## config.mk

```make
export PLATFORM = sky130hd
export DESIGN_NAME = gcd_requester_flat
export DESIGN_NICKNAME = d
export VERILOG_FILES = /design/src/rtl/gcd_requester_if.sv /design/src/rtl/gcd_requester.sv /design/src/flat_wrapper.sv
export SDC_FILE = /design/constraint.sdc
export NUM_CORES = 1
export LEC_CHECK = 0
export ABC_AREA = 1
export ABC_CLOCK_PERIOD_IN_PS = 2200
export CORE_ASPECT_RATIO = 2
export CORE_MARGIN = 1.5
export CORE_UTILIZATION = 40
export CTS_CLUSTER_SIZE = 40
export DETAILED_ROUTE_END_ITERATION = 7
export GPL_ROUTABILITY_DRIVEN = 0
export PLACE_DENSITY = 0.74
export SETUP_SLACK_MARGIN = 0.2
export SLEW_MARGIN = 20
export SYNTH_ARGS = -nofsm -noshare
export SYNTH_HDL_FRONTEND = slang
export SYNTH_SLANG_ARGS = --single-unit
export TNS_END_PERCENT = 20
```

## constraint.sdc

```tcl
create_clock -name clk -period 2.2 [get_ports clk]
set_clock_uncertainty 0.1 [all_clocks]
set_input_delay 0.22 -clock clk [delete_from_list [all_inputs] [get_ports clk]]
set_output_delay 0.22 -clock clk [all_outputs]
set_load 0.05 [all_outputs]
```

## src/rtl/gcd_requester_if.sv

```systemverilog
// gcd_requester_if: system-side request/response bundle for gcd_requester.
//
// Request channel : req_valid/req_ready handshake carrying operands req_a, req_b.
// Response channel: rsp_valid/rsp_ready handshake carrying rsp_gcd, rsp_timeout
//                   and, when GCD_REQ_CYCLE_COUNT_EN is defined, rsp_cycles.
//
// master : the producer/consumer driving requests and accepting responses.
// slave  : the requester itself.
interface gcd_requester_if;
  logic        req_valid;
  logic        req_ready;
  logic [31:0] req_a;
  logic [31:0] req_b;
  logic        rsp_valid;
  logic        rsp_ready;
  logic [31:0] rsp_gcd;
  logic        rsp_timeout;
`ifdef GCD_REQ_CYCLE_COUNT_EN
  logic [15:0] rsp_cycles;
`endif

  modport master (
    output req_valid, req_a, req_b, rsp_ready,
    input  req_ready, rsp_valid, rsp_gcd, rsp_timeout
`ifdef GCD_REQ_CYCLE_COUNT_EN
    , input rsp_cycles
`endif
  );

  modport slave (
    input  req_valid, req_a, req_b, rsp_ready,
    output req_ready, rsp_valid, rsp_gcd, rsp_timeout
`ifdef GCD_REQ_CYCLE_COUNT_EN
    , output rsp_cycles
`endif
  );
endinterface

```

## src/rtl/gcd_requester.sv

```systemverilog
// gcd_requester: host-side initiator for one gcd core.
//
// Accepts an operand pair on the request channel, holds the core in reset with
// the new operands for RESET_CYCLES cycles, releases it and waits for core_done
// (bounded by a TIMEOUT_CYCLES watchdog), then presents the captured result on
// the response channel until it is taken. Zero operands bypass the core.
//
// Ports:
//   clk          : clock, rising edge
//   reset        : asynchronous, active-low
//   bus          : gcd_requester_if.slave (request/response handshakes)
//   core_num1/2  : operands to the core, stable from accept until response taken
//   core_reset   : active-high core reset; low only while waiting for the result
//   core_gcd_out : result from the core
//   core_done    : completion flag from the core, honoured only while waiting
//
// Optional feature: define GCD_REQ_CYCLE_COUNT_EN to add bus.rsp_cycles, the
// number of run cycles spent before the result was captured.
module gcd_requester #(
  parameter int RESET_CYCLES   = 2,
  parameter int TIMEOUT_CYCLES = 1024
) (
  input  logic         clk,
  input  logic         reset,
  gcd_requester_if.slave bus,
  output logic [31:0]  core_num1,
  output logic [31:0]  core_num2,
  output logic         core_reset,
  input  logic [31:0]  core_gcd_out,
  input  logic         core_done
);

  localparam int LW = (RESET_CYCLES > 1) ? $clog2(RESET_CYCLES) : 1;
  localparam int WW = $clog2(TIMEOUT_CYCLES);

  typedef enum logic [1:0] {IDLE, LOAD, RUN, RESP} state_t;

  state_t        state;
  logic [LW-1:0] ld_cnt;
  logic [WW-1:0] wd_cnt;

`ifdef GCD_REQ_CYCLE_COUNT_EN
  function automatic logic [15:0] sat16(input logic [31:0] v);
    return (v > 32'h0000_FFFF) ? 16'hFFFF : v[15:0];
  endfunction
`endif

  always_ff @(posedge clk or negedge reset) begin
    if (!reset) begin
      state           <= IDLE;
      bus.req_ready   <= 1'b1;
      bus.rsp_valid   <= 1'b0;
      bus.rsp_gcd     <= '0;
      bus.rsp_timeout <= 1'b0;
      core_num1       <= '0;
      core_num2       <= '0;
      core_reset      <= 1'b1;
      ld_cnt          <= '0;
      wd_cnt          <= '0;
`ifdef GCD_REQ_CYCLE_COUNT_EN
      bus.rsp_cycles  <= '0;
`endif
    end else begin
      case (state)
        IDLE: begin
          if (bus.req_valid && bus.req_ready) begin
            core_num1     <= bus.req_a;
            core_num2     <= bus.req_b;
            bus.req_ready <= 1'b0;
            if (bus.req_a == 32'd0 || bus.req_b == 32'd0) begin
              // gcd(a,0)=a and gcd(0,0)=0, so OR-ing the operands is the answer
              bus.rsp_gcd     <= bus.req_a | bus.req_b;
              bus.rsp_timeout <= 1'b0;
              bus.rsp_valid   <= 1'b1;
`ifdef GCD_REQ_CYCLE_COUNT_EN
              bus.rsp_cycles  <= '0;
`endif
              state <= RESP;
            end else begin
              ld_cnt <= '0;
              state  <= LOAD;
            end
          end
        end

        LOAD: begin
          if (ld_cnt == LW'(RESET_CYCLES - 1)) begin
            core_reset <= 1'b0;
            wd_cnt     <= '0;
            state      <= RUN;
          end else begin
            ld_cnt <= ld_cnt + 1'b1;
          end
        end

        RUN: begin
          // done is checked first so it wins over a coincident timeout
          if (core_done) begin
            bus.rsp_gcd     <= core_gcd_out;
            bus.rsp_timeout <= 1'b0;
            bus.rsp_valid   <= 1'b1;
            core_reset      <= 1'b1;
`ifdef GCD_REQ_CYCLE_COUNT_EN
            bus.rsp_cycles  <= sat16(32'(wd_cnt));
`endif
            state <= RESP;
          end else if (wd_cnt == WW'(TIMEOUT_CYCLES - 1)) begin
            bus.rsp_gcd     <= '0;
            bus.rsp_timeout <= 1'b1;
            bus.rsp_valid   <= 1'b1;
            core_reset      <= 1'b1;
`ifdef GCD_REQ_CYCLE_COUNT_EN
            bus.rsp_cycles  <= sat16(32'(TIMEOUT_CYCLES));
`endif
            state <= RESP;
          end else begin
            wd_cnt <= wd_cnt + 1'b1;
          end
        end

        RESP: begin
          // req_ready comes back only after the handshake edge, so a new
          // request can never be taken in the cycle the response completes
          if (bus.rsp_ready) begin
            bus.rsp_valid <= 1'b0;
            bus.req_ready <= 1'b1;
            state         <= IDLE;
          end
        end

        default: state <= IDLE;
      endcase
    end
  end

endmodule

```

## src/flat_wrapper.sv

```systemverilog
// flat-port wrapper written by rule: the top's interface ports become plain ports
module gcd_requester_flat 
#(
  parameter int RESET_CYCLES   = 2,
  parameter int TIMEOUT_CYCLES = 1024
)
  (clk, reset, core_num1, core_num2, core_reset, core_gcd_out, core_done, bus_req_valid, bus_req_a, bus_req_b, bus_rsp_ready, bus_req_ready, bus_rsp_valid, bus_rsp_gcd, bus_rsp_timeout);
  gcd_requester_if bus_i ();
  input  logic clk;
  input  logic reset;
  output logic [31:0] core_num1;
  output logic [31:0] core_num2;
  output logic core_reset;
  input  logic [31:0] core_gcd_out;
  input  logic core_done;
  input wire logic [$bits(bus_i.req_valid)-1:0] bus_req_valid;
  input wire logic [$bits(bus_i.req_a)-1:0] bus_req_a;
  input wire logic [$bits(bus_i.req_b)-1:0] bus_req_b;
  input wire logic [$bits(bus_i.rsp_ready)-1:0] bus_rsp_ready;
  output wire logic [$bits(bus_i.req_ready)-1:0] bus_req_ready;
  output wire logic [$bits(bus_i.rsp_valid)-1:0] bus_rsp_valid;
  output wire logic [$bits(bus_i.rsp_gcd)-1:0] bus_rsp_gcd;
  output wire logic [$bits(bus_i.rsp_timeout)-1:0] bus_rsp_timeout;
  assign bus_i.req_valid = bus_req_valid;
  assign bus_i.req_a = bus_req_a;
  assign bus_i.req_b = bus_req_b;
  assign bus_i.rsp_ready = bus_rsp_ready;
  assign bus_req_ready = bus_i.req_ready;
  assign bus_rsp_valid = bus_i.rsp_valid;
  assign bus_rsp_gcd = bus_i.rsp_gcd;
  assign bus_rsp_timeout = bus_i.rsp_timeout;
  gcd_requester #(.RESET_CYCLES(RESET_CYCLES), .TIMEOUT_CYCLES(TIMEOUT_CYCLES)) u_core (.clk(clk), .reset(reset), .bus(bus_i), .core_num1(core_num1), .core_num2(core_num2), .core_reset(core_reset), .core_gcd_out(core_gcd_out), .core_done(core_done));
endmodule
```

==> run_results.csv <==
group,metric,value,unit
outcome,outcome,"completed",
worst_setup_path,rrSetupSlack,270,ps
final_layout,syn_to_final_growth,57.7,%
sta,setup_viol,0,
clock_network,clockRootBuffer,"clkbuf_16",
power,p_leak,3.91,nW
clock_network,clkTransAtPathRegs,60,ps
final_layout,n_antenna_cell,0,
route,first_pass_iters,4,
yosys,synth_area,5280,sq um
sta,hold_viol_final,0,
worst_setup_path,path_class,"reg -> out",
route,drt_iter0_drc,230,
floorplan,core.rowCount,59,
route,drt_wl_total,17000,um
yosys,yosysMostFrequentCell,"nand2_1",
power,power_frac_seq,24.1,%
power,p_int,7.92,mW
floorplan,dieArea,14000,sq um
yosys,synth_edf_count,0,
yosys,async_reset_ff_share,100,%
yosys,yosysTopAreaCell,"dfrtp_1",
yosys,synth-main-ff-cell,"dfrtp_1",
worst_setup_path,cp_cell_sequence,"clkdlybuf4s50_1",
route,drc_errors,0,
power,p_sw_share,46.6,%
floorplan,ios,201,
power,p_comb_share,54.8,%
grt,grt_usage,23.8,%
sta,setup_tns,0,ps
grt,gr-total-overflow,0,
yosys,synthTopCellsByCount,"nand2_1 (146), dfrtp_1 (111), o21ai_0 (83), inv_1 (78), a21oi_1 (65)",
worst_setup_path,cp_num_buf_inv,1,
floorplan,die-width,84.3,um
final_layout,fillers,1055,
yosys,yosysWarnings,0,
placement,io_buffers,200,
clock_network,cts_max_level,4,
route,via_per_inst,5.14,
floorplan,coreArea,12900,sq um
clock_network,clock_path_buffers,2,
sta,setup_ws,242,ps
final_layout,final_nets,944,
power,power_density,1780,nW/um^2
sta,tightest_slew,647,ps
clock_network,numCtsBuffers,17,
grt,grt_antenna_before_repair,0,
job,max_cap_violations,0,
yosys,syn_area_per_cell,8.44,sq um
sta,maxSlewViolCount,0,
clock_network,cts.sinks,113,
worst_setup_path,critPathTopFamily,"buffers and inverters",
floorplan,initial_core_util,40.9,%
yosys,ys_seq_elements,113,
worst_setup_path,critPathArrivalTime,1640,ps
grt,grt_max_degree,114,
power,switching_power,6.90,mW
yosys,yosysTopAreaCellShare,52.6,%
yosys,seq_area_frac_synth,53.6,%
sta,min_period_over_period,89.0,%
worst_setup_path,path_max_fanout,2,
grt,grt_pass1_vias,5105,
yosys,ys_types,25,
sta,rsz0062_at_grt,"true",
worst_setup_path,critPathCaptureType,"output port",
placement,place_ws,18.6,ps
worst_setup_path,cp_slowest_cell,"clkdlybuf4s50_1",
floorplan,die_h,166,um
worst_setup_path,max_stage_delay,860,ps
power,peakVddDrop,1290,uV
yosys,synth_fp_nets,732,
grt,grt_pass1_wl,25500,um
route,wire_per_inst,17.0,um
final_layout,final_layout_size_suffix_gt1_share,13.8,%
min_path,holdCritPathClass,"in -> async",
yosys,ys_top_cells_by_area,"dfrtp_1 (53%), nand2_1 (10%), o21ai_0 (7.9%)",
sta,maxSlewHeadroom,56.9,%
route,ant_nets,0,
worst_setup_path,required,1880,ps
sta,fmax,511,MHz
clock_network,cts_tree,"yes",
yosys,syn_inst,626,
route,vias,5153,
power,p_clk_share,21.0,%
sta,final.min_clock_period,1960,ps
placement,post-dp-hpwl,12300,um
clock_network,clkLatencyLatePin,410,ps
worst_setup_path,worstSetupStartpointType,"flop",
[cell type report]
class	count	area (sq um)	area share, %
well taps	152	190	2.28
multi-input cells	406	2090	25.1
flip-flops and latches	113	2830	34.0
clock buffers	20	457	5.48
inverters	79	300	3.60
repair buffers	221	2250	27.0
clock inverters	11	209	2.51
[flip-flops by register name (all words and copies together) (netlist names), 2 cells and up]
| register | count |
|---|---|
| u_core.state | 2 |
| u_core.wd_cnt | 10 |
| u_core.bus.rsp_gcd | 32 |
| u_core.core_num1 | 32 |
| u_core.core_num2 | 32 |
[worst paths after layout]
| check | from | to | cells past startpoint |
|---|---|---|---|
| worst max-delay path | u_core.bus.rsp_gcd[11] | bus_rsp_gcd[11] | 1 |
| worst min-delay path | reset | u_core.state[0] | 3 |
| worst max register to register | u_core.wd_cnt[0] | u_core.bus.rsp_gcd[2] | 13 |
| worst min register to register | u_core.core_num1[27] | u_core.core_num1[27] | 2 |
| max in group asynchronous | reset | u_core.wd_cnt[5] | 3 |
| min in group clk | bus_req_b[9] | u_core.core_num2[9] | 3 |
[power groups by stage]
| stage | sequential (mW) | clock [mW] | combinational, mW |
|---|---|---|---|
| 2_1_floorplan | 6.53 | 0 | 2.11 |
| 3_3_place_gp | 3.53 | 0 | 7.62 |
| 3_5_place_dp | 3.57 | 0 | 7.77 |
| 4_1_cts | 3.55 | 3.14 | 7.81 |
| 5_1_grt | 3.69 | 3.24 | 8.60 |
| 6_report | 3.58 | 3.11 | 8.12 |
[what timing repair did]
item / in CTS / in global routing
endpoints found under the hold margin: 111 / 0
cloned: 0 / 4
pin swaps: 0 / 3
buffers inserted: 0 / 5
hold buffers: 1 / 0
setup endpoints to repair: 28 / 96
resized for setup: 3 / 26
[cells in the final DEF, fill, tap and decap left out, types with 2 or more instances in the layout]
cell / n
clkdlybuf4s50_1: 197
nand2_1: 137
dfrtp_1: 110
o21ai_0: 82
inv_1: 75
a21oi_1: 65
nor2_1: 32
o21ai_2: 23
nand2_2: 20
clkbuf_16: 19
buf_4: 13
o21ai_1: 9
nand3_1: 8
bufinv_16: 6
clkinv_2: 5
nand4_1: 5
xor2_1: 4
nand2_4: 4
buf_12: 4
nor2_4: 3
inv_2: 2
or2_2: 2
ha_2: 2
ha_1: 2
clkbuf_8: 2
buf_6: 2
dlygate4sd2_1: 2
dfstp_2: 2
[worst reg2reg max path, delay by kind of cell, from the launching register on]
kind | cells | cell delay (ps)
AOI/OAI and AO/OA | 1 | 50
adders and majority gates | 1 | 210
buffers and inverters | 3 | 300
DFF | 1 | 400
and+or+nand+nor | 8 | 740
[logic make-up (layout without fill, tap and decap cells)]
| logic type | count (synthesis) | count (layout) | share of synthesized area (%) |
|---|---|---|---|
| buf+inv | 108 | 331 | 8.57 |
| simple gates | 213 | 214 | 16.9 |
| fa+ha+maj | 5 | 5 | 1.18 |
| flops | 113 | 113 | 53.6 |
| xor+xnor | 5 | 5 | 0.829 |
| compound gates | 182 | 182 | 19.0 |
[layer usage]
layer,wire length (um),vias to the layer above,track usage (%)
met4,742,0,13.0
met3,756,48,4.27
met2,9610,200,44.9
met5,0,-,0
li1,-,2428,-
met1,5930,2477,24.4
[through the flow]
stage	instances	cell area, sq um	total power [mW]	utilization [%]	hold WS, ps
floorplan	626	5280	8.65	-	-176
global placement	961	7470	11.2	57.8	237
detailed placement	961	7470	11.3	57.8	259
CTS	993	8140	14.5	63.0	326
global route	1002	8330	15.5	64.5	346
finish	1002	8330	14.8	64.5	304
Note: power is estimated with default switching activity, not from simulation.
